File: src/rtl/rdiv_share_arbiter.sv
// Shares one rounding, saturating divide-by-2^DIV_LOG2 datapath among NUM_REQ
// requesters served round-robin; results return with the requester ID over valid/ready.
module rdiv_share_arbiter #(
    parameter int NUM_REQ   = 4,
    parameter int DIV_LOG2  = 3,
    parameter int OUT_WIDTH = 8,
    parameter int IN_WIDTH  = OUT_WIDTH + DIV_LOG2,
    parameter int ID_W      = $clog2(NUM_REQ),
    parameter int CNT_W     = 16
) (
    input  logic                        clk,
    input  logic                        rst,
    input  logic [NUM_REQ-1:0]          req_valid,
    output logic [NUM_REQ-1:0]          req_ready,
    input  logic [NUM_REQ*IN_WIDTH-1:0] req_din,
    output logic                        resp_valid,
    input  logic                        resp_ready,
    output logic [OUT_WIDTH-1:0]        resp_dout,
    output logic [ID_W-1:0]             resp_id,
    output logic                        resp_sat,
    output logic [CNT_W-1:0]            sat_count
);

    typedef enum logic [1:0] {
        ST_IDLE = 2'd0,
        ST_CALC = 2'd1,
        ST_RESP = 2'd2
    } state_e;

    state_e                 state_q;
    logic [ID_W-1:0]        ptr_q;
    logic [ID_W-1:0]        ptr_d;
    logic [ID_W-1:0]        win_s;
    logic                   found_s;
    logic                   hs_req_s;
    logic [NUM_REQ-1:0]     req_ready_s;
    logic [IN_WIDTH-1:0]    sel_din_s;
    logic [IN_WIDTH-1:0]    din_q;
    logic [OUT_WIDTH:0]     calc_s;
    logic [OUT_WIDTH-1:0]   resp_dout_q;
    logic [ID_W-1:0]        resp_id_q;
    logic                   resp_valid_q;
    logic                   resp_sat_q;
    logic [CNT_W-1:0]       sat_count_q;

    // Returns {sat, quotient}: round half up, clamp to all ones on overflow.
    function automatic logic [OUT_WIDTH:0] rdiv_calc(input logic [IN_WIDTH-1:0] din);
        logic [OUT_WIDTH:0] sum;
        logic               hi;
        sum = {1'b0, din[OUT_WIDTH+DIV_LOG2-1:DIV_LOG2]}
            + {{OUT_WIDTH{1'b0}}, din[DIV_LOG2-1]};
        hi  = |(din >> (OUT_WIDTH + DIV_LOG2));
        if (sum[OUT_WIDTH] || hi) begin
            rdiv_calc = {1'b1, {OUT_WIDTH{1'b1}}};
        end else begin
            rdiv_calc = {1'b0, sum[OUT_WIDTH-1:0]};
        end
    endfunction

    // First valid requester at or after ptr_q, wrapping modulo NUM_REQ.
    always_comb begin
        int   idx;
        logic take;
        win_s   = '0;
        found_s = 1'b0;
        idx     = 0;
        take    = 1'b0;
        for (int k = 0; k < NUM_REQ; k++) begin
            idx     = (int'(ptr_q) + k >= NUM_REQ) ? int'(ptr_q) + k - NUM_REQ : int'(ptr_q) + k;
            take    = !found_s && req_valid[ID_W'(idx)];
            win_s   = take ? ID_W'(idx) : win_s;
            found_s = found_s | take;
        end
    end

    // Operand of the current winner.
    always_comb begin
        sel_din_s = '0;
        for (int i = 0; i < NUM_REQ; i++) begin
            sel_din_s = (ID_W'(i) == win_s) ? req_din[i*IN_WIDTH +: IN_WIDTH] : sel_din_s;
        end
    end

    // Grant is masked while reset is asserted so req_ready reads zero during reset.
    assign req_ready_s = (state_q == ST_IDLE && found_s && rst)
                       ? ({{(NUM_REQ-1){1'b0}}, 1'b1} << win_s) : '0;
    assign hs_req_s    = |(req_valid & req_ready_s);
    assign ptr_d       = (win_s == ID_W'(NUM_REQ - 1)) ? '0 : win_s + ID_W'(1);
    assign calc_s      = rdiv_calc(din_q);

    // Control FSM with registered response outputs and saturation counter.
    always_ff @(posedge clk or negedge rst) begin
        if (!rst) begin
            state_q      <= ST_IDLE;
            ptr_q        <= '0;
            din_q        <= '0;
            resp_dout_q  <= '0;
            resp_id_q    <= '0;
            resp_valid_q <= 1'b0;
            resp_sat_q   <= 1'b0;
            sat_count_q  <= '0;
        end else begin
            case (state_q)
                ST_IDLE: begin
                    if (hs_req_s) begin
                        din_q     <= sel_din_s;
                        resp_id_q <= win_s;
                        ptr_q     <= ptr_d;
                        state_q   <= ST_CALC;
                    end else begin
                        state_q   <= ST_IDLE;
                    end
                end
                ST_CALC: begin
                    resp_sat_q   <= calc_s[OUT_WIDTH];
                    resp_dout_q  <= calc_s[OUT_WIDTH-1:0];
                    resp_valid_q <= 1'b1;
                    state_q      <= ST_RESP;
                    if (calc_s[OUT_WIDTH] && sat_count_q != {CNT_W{1'b1}}) begin
                        sat_count_q <= sat_count_q + CNT_W'(1);
                    end else begin
                        sat_count_q <= sat_count_q;
                    end
                end
                ST_RESP: begin
                    if (resp_ready) begin
                        resp_valid_q <= 1'b0;
                        state_q      <= ST_IDLE;
                    end else begin
                        state_q      <= ST_RESP;
                    end
                end
                default: begin
                    resp_valid_q <= 1'b0;
                    state_q      <= ST_IDLE;
                end
            endcase
        end
    end

    assign req_ready  = req_ready_s;
    assign resp_valid = resp_valid_q;
    assign resp_dout  = resp_dout_q;
    assign resp_id    = resp_id_q;
    assign resp_sat   = resp_sat_q;
    assign sat_count  = sat_count_q;

endmodule

File: config.mk
export PLATFORM = sky130hd
export DESIGN_NAME = rdiv_share_arbiter
export DESIGN_NICKNAME = d
export VERILOG_FILES = /design/src/rtl/rdiv_share_arbiter.sv
export SDC_FILE = /design/constraint.sdc
export NUM_CORES = 1
export LEC_CHECK = 0
export ABC_AREA = 1
export BUFFER_PORTS_ARGS = -buffer_cell sky130_fd_sc_hd__buf_2
export CAP_MARGIN = 20
export CORE_UTILIZATION = 30
export DETAILED_ROUTE_END_ITERATION = 8
export MAX_ROUTING_LAYER = met4
export PLACE_DENSITY_LB_ADDON = 0.1
export SLEW_MARGIN = 40
export SYNTH_ARGS = -nofsm -noshare
export SYNTH_HDL_FRONTEND = slang
export SYNTH_SLANG_ARGS = --single-unit
export TNS_END_PERCENT = 30
File: constraint.sdc
create_clock -name clk -period 3.5 [get_ports clk]
set_clock_uncertainty 0.15 [all_clocks]
set_input_delay 0.35 -clock clk [delete_from_list [all_inputs] [get_ports clk]]
set_output_delay 0.35 -clock clk [all_outputs]
set_load 0.01 [all_outputs]
Word-level counts from Yosys, hierarchy flattened
Cells that the tools add are included.
Widths: inputs -> output; s select.

cells by class
  shifts and indexed selects = 1
  equal/unequal tests = 8
  add/sub/neg operators = 10
  reduce and logical (&&, ||, !) cells = 15
  mux-type cells = 32
  magnitude comparators = 8
  bitwise operators = 5

operators by type and width
  kind                   number
  $mux 11                4
  $mux 2                 10
  $add 16x1->16 const B  1
  $lt 2x4->1 const B     4
  $ne 16x16->1 const B   1
  $mux 1                 10
  $add 8x1->9            1
  $ge 3x3->1 const B     3
  $mux 9                 1
  $bmux 1 s2             4
  $sub 2x1->2 const B    4
  $add 2x2->3 const B    2
  $logic_and 1x1->1      6
  $pmux 2 s3             1
  $reduce_and 2->1       3
  $and 4x4->4            1
  $eq 2x2->1 const A     2
  $eq 2x2->1 const B     2
  $logic_not 2->1        2
  $mux 4                 1
  $reduce_or 4->1        1
  $shl 1x2->4 const A    1
  $add 2x1->3 const B    1
  $ge 2x3->1 const B     1
  other kinds (8)        12

word-level totals
  input port bits = 51
  output and inout port bits = 32
  flip-flop bits (word level) = 43

Longest topological paths before layout
  depth in word-level cells = 21
  depth in mapped cells = 19
  gate-level depth less buffers = 17

Worst setup path before layout
Ideal clock, no wire load.

  path type = flip-flop to output port
  start point = register ptr_q[0]
  end point = output req_ready[1]
  cell stages (with the launch flop) = 15
  data required time = 3.000 ns
  setup slack = 0.796 ns
  path buffers = 2
  arrival = 2.204 ns
  cell sequence = dfrtp_1 -> buf_6 -> inv_6 -> nand2_2 -> nand2_1 -> nor2_1 -> nor2_2 -> o21bai_1 -> nand2_1 -> nand2_1 -> nor2_1 -> ha_1 -> clkbuf_1 -> clkinv_1 -> nor2_1

on the way
  elaborated cells between the ends (all ways) = 44

RTL lines
  element                                                          RTL line  RTL
  start, declared                                                  31        logic [ID_W-1:0] ptr_q;
  start signal, assigned                                           108       ptr_q <= ptr_d;
  $add 2x1->3 (tied with other cells)                              69        idx = (int'(ptr_q) + k >= NUM_REQ) ? int'(ptr_q) + k - NUM_REQ : int'(ptr_q) + k;
  $ge 3x3->1 (tied with other cells)                               69
  $mux 2 or $bmux 1 s2 (tied branches)                             69, 70
  $bmux 1 s2 or $mux 1 (tied branches)                             70        take = !found_s && req_valid[ID_W'(idx)];
  $mux 1 (not written as such)                                     70
  $mux 1 (not written as such) or $logic_not 1->1 (tied branches)  70
  $logic_and 1x1->1                                                70
  $or 1x1->1                                                       72        found_s = found_s | take;
  $logic_not 1->1                                                  70
  $logic_and 1x1->1                                                70
  $or 1x1->1                                                       72
  $logic_not 1->1                                                  70
  $logic_and 1x1->1                                                70
  $mux 2 (*)                                                       71        win_s = take ? ID_W'(idx) : win_s;
  named net win_s[0]                                               33        logic [ID_W-1:0] win_s;
  $shl 1x2->4 (*)                                                  86        ? ({{(NUM_REQ-1){1'b0}}, 1'b1} << win_s) : '0;
  $mux 4 (*)                                                       86
  end, declared                                                    14        output logic [NUM_REQ-1:0] req_ready,

The timed path passes the listed nets; every way through them passes the cells marked *. The select of a mux whose other input is x is not followed.

Worst setup path in the final report
  start point = register ptr_q[0]
  end point = output req_ready[2]

Same word-level chain as after synthesis.

==> metrics <==
cells on worst reg2reg path 16; area of the die 0.00887 sq mm; postcts setup bufs 0; number of filler instances in the final layout between 800 and 900; overall power after layout about 2.6 mW; worst min-delay path category in -> async; number of rows created at floorplan 33; Comb power frac roughly three fifths; Pre-Repair DR Iteration Count 4; sequential fraction of the synthesis area roughly 40%; CTS H-tree lvls 2; Die Height ~94 um; floorplan core area 0.00822 sq mm; Post-Route WL about 6.0 mm; post-DR wirelength/cell between 10 and 15 um; Final Critical Period about 3.2 ns; antenna violations before repair 0; clock input transition at the sequential cells of the worst setup and hold paths roughly 0.080 ns; DR DRC count 0; GPL Wtd Cong a little under 0.8; net total in the final layout roughly 480; Final Hold Fails 3; synthesized flop and latch total 41; count of vias placed by the detailed router 2390; Inserted Clock Buffers 5; clock root buffer master sky130_fd_sc_hd__clkbuf_8; synthesized cell area 0.00255 sq mm; number of port buffers 74; most common cell after layout, fill and taps aside sky130_fd_sc_hd__nand2_1; effective utilization at floorplan a little under a third; Final setup viols 0; maximum operating frequency about 310 MHz; share of total power in sequential cells 27.3%; Mapped Avg Cell Area roughly 7.4 sq um; Detail Route Antenna Nets 0; Sw Ratio between 40% and 50%; global-route wire length before repair slightly above 10 mm; CTS tree done; Worst-Skew Late Latency 0.29 ns; HPWL after detailed placement 4.66 mm; synthesized netlist cell count between 300 and 400; internal power about 1.3 mW; largest voltage drop on the vdd net 723 uV; Net Count, Synth ~400; horizontal die dimension approximately 94 um; violations in the final reports negative hold slack; max-slew violation total from the final report 0; maximum number of pins on one net before global-route repair 42; leakage power roughly 1.7 nW; Clock Sink Count 41; Netlist cell types 33; Final Hold Slack -0.00197 ns; highest-count cells in the layout ignoring fill and taps sky130_fd_sc_hd__nand2_1 (103), sky130_fd_sc_hd__buf_2 (74), sky130_fd_sc_hd__dfrtp_1 (40); Iteration-0 DRC Markers 83; via count of the first global-routing pass approximately 2300; Data arrival, critical path roughly 2.7 ns; relative area change from synthesis to final layout 21.7%; final design utilization 37.7%; total power density per cell area about 830 mW/mm^2; switching power approximately 1.3 mW; post-route cell area 0.00310 sq mm; worst-case headroom to the max-slew limit roughly 52%; post-route fraction of the period consumed by the critical path about 92%; worst-path maximum fanout 11; run status finished with violations; max-cap viol count 0; number of top-level design ports 83; non-filler instance count after layout around 520; critical path class reg -> out; transition at the pin with the smallest max-transition slack between 0.7 and 0.8 ns; post-route worst setup slack 0.273 ns; endpoint required time on the critical path ~3.0 ns; Diodes inserted 0; area after detailed placement 0.00302 sq mm; startpoint type of the worst setup path flop; total congestion overflow after global routing 0; critical path endpoint category output port; number of synthesis warnings 0; clk buf depth 2; setup repair after global routing missed its margin false; fraction of layout cells with a size suffix above 1 between 20% and 30%; clock share of power a little under an eighth; total global routing track utilization between 10 and 15%; sum of negative setup slack 0 ns; worst slack after detailed placement about 0.47 ns; Post-Place Cells about 520; routed vias/inst ~4.6
## metal layers
layer	routed length (um)	part of all wire, %	up-vias	GRT usage [%]
met2	2450	41	70	22.6
li1	-	-	1260	-
met3	323	5.4	6	2.99
met5	0	0	-	-
met4	82	1.4	0	4.23
met1	3180	53	1054	20.1
## power by group through the flow
| stage | clock network [mW] | logic, mW | registers (mW) |
|---|---|---|---|
| 5_1_grt | 0.331 | 1.83 | 0.720 |
| 3_3_place_gp | 0 | 1.57 | 0.709 |
| 6_report | 0.300 | 1.56 | 0.701 |
| 4_1_cts | 0.314 | 1.58 | 0.702 |
| 2_1_floorplan | 0 | 1.19 | 0.704 |
| 3_5_place_dp | 0 | 1.57 | 0.709 |
## worst paths after layout
path                       startpoint      endpoint  slack, ns
max                          ptr_q[0]  req_ready[2]       0.27
min                               rst  sat_count[5]     -0.002
max reg2reg                  ptr_q[0]      din_q[7]       0.51
min reg2reg                  resp_sat      resp_sat       0.33
max in group asynchronous         rst      ptr_q[0]       2.82
min in group clk           resp_ready    state_q[1]       0.12
## cells by family after synthesis
group           synth area share, %
compound gates                 12.2
xor+xnor                       5.50
fa+ha+maj                      3.44
buf+inv                        7.51
flops                          40.3
simple gates                   31.1
## Yosys cell counts
cell type                    n  area share [%]
sky130_fd_sc_hd__a21oi_1    13             2.6
sky130_fd_sc_hd__a22o_1      1            0.34
sky130_fd_sc_hd__a31oi_1     2            0.49
sky130_fd_sc_hd__and2_1      1            0.25
sky130_fd_sc_hd__buf_2       2            0.39
sky130_fd_sc_hd__buf_6       2            0.88
sky130_fd_sc_hd__clkbuf_1    6            0.88
sky130_fd_sc_hd__clkinv_1    1            0.15
sky130_fd_sc_hd__dfrtp_1    41              40
sky130_fd_sc_hd__ha_1        7             3.4
sky130_fd_sc_hd__inv_1      32             4.7
sky130_fd_sc_hd__inv_2       1            0.15
sky130_fd_sc_hd__inv_6       1            0.34
sky130_fd_sc_hd__nand2_1   103              15
sky130_fd_sc_hd__nand2_2     9             2.2
sky130_fd_sc_hd__nand3_1    16             3.1
sky130_fd_sc_hd__nand3_4     1            0.69
sky130_fd_sc_hd__nand3b_1    1            0.29
sky130_fd_sc_hd__nand4_1    10             2.5
sky130_fd_sc_hd__nor2_1     19             2.8
sky130_fd_sc_hd__nor2_2      4            0.98
sky130_fd_sc_hd__nor2_4      2            0.88
sky130_fd_sc_hd__nor3_1      4            0.79
sky130_fd_sc_hd__nor3_2      1            0.39
sky130_fd_sc_hd__nor3b_1     1            0.29
sky130_fd_sc_hd__nor4_1      2            0.49
sky130_fd_sc_hd__o21ai_0    31             6.1
sky130_fd_sc_hd__o21ai_1    11             2.2
sky130_fd_sc_hd__o21bai_1    1            0.29
sky130_fd_sc_hd__o31ai_1     1            0.29
sky130_fd_sc_hd__or2_2       1            0.25
sky130_fd_sc_hd__xnor2_1     4             1.4
sky130_fd_sc_hd__xor2_1     12             4.1
## cell type report
cell class                 count  area [sq um]  area share, %
clock buffer                   6          72.6           2.34
clock inverter                 2          10.0          0.323
inverter                      35           136           4.40
multi-input combinational    258          1330           42.9
sequential                    41          1030           33.1
tap                          105           131           4.24
timing repair buffer          77           393           12.7
## what timing repair did
item / 4_1_cts / 5_1_grt
hold buffers: 0 / 0
gates resized for setup: 0 / 1
setup endpoints to repair: 0 / 1
## sequential cells by signal, summed over array words and instances (netlist names)
register    cells
sat_count      16
din_q           9
resp_dout       8
ptr_q           2
resp_id         2
state_q         2
resp_sat        1
resp_valid      1
## worst max-delay path, stage by stage, from the launching register on
cell and delay, ns:
sky130_fd_sc_hd__dfrtp_2 0.49, sky130_fd_sc_hd__inv_6 0.11, sky130_fd_sc_hd__nand2_2 0.05, sky130_fd_sc_hd__nand2_1 0.06, sky130_fd_sc_hd__nor2_1 0.06, sky130_fd_sc_hd__nor2_2 0.23
sky130_fd_sc_hd__o21bai_1 0.12, sky130_fd_sc_hd__nand2_1 0.07, sky130_fd_sc_hd__nand2_1 0.04, sky130_fd_sc_hd__nor2_1 0.21, sky130_fd_sc_hd__inv_1 0.13, sky130_fd_sc_hd__ha_1 0.36
sky130_fd_sc_hd__inv_1 0.28, sky130_fd_sc_hd__nor2_1 0.08, sky130_fd_sc_hd__buf_2 0.14
Power figures use the tool's default switching activity.
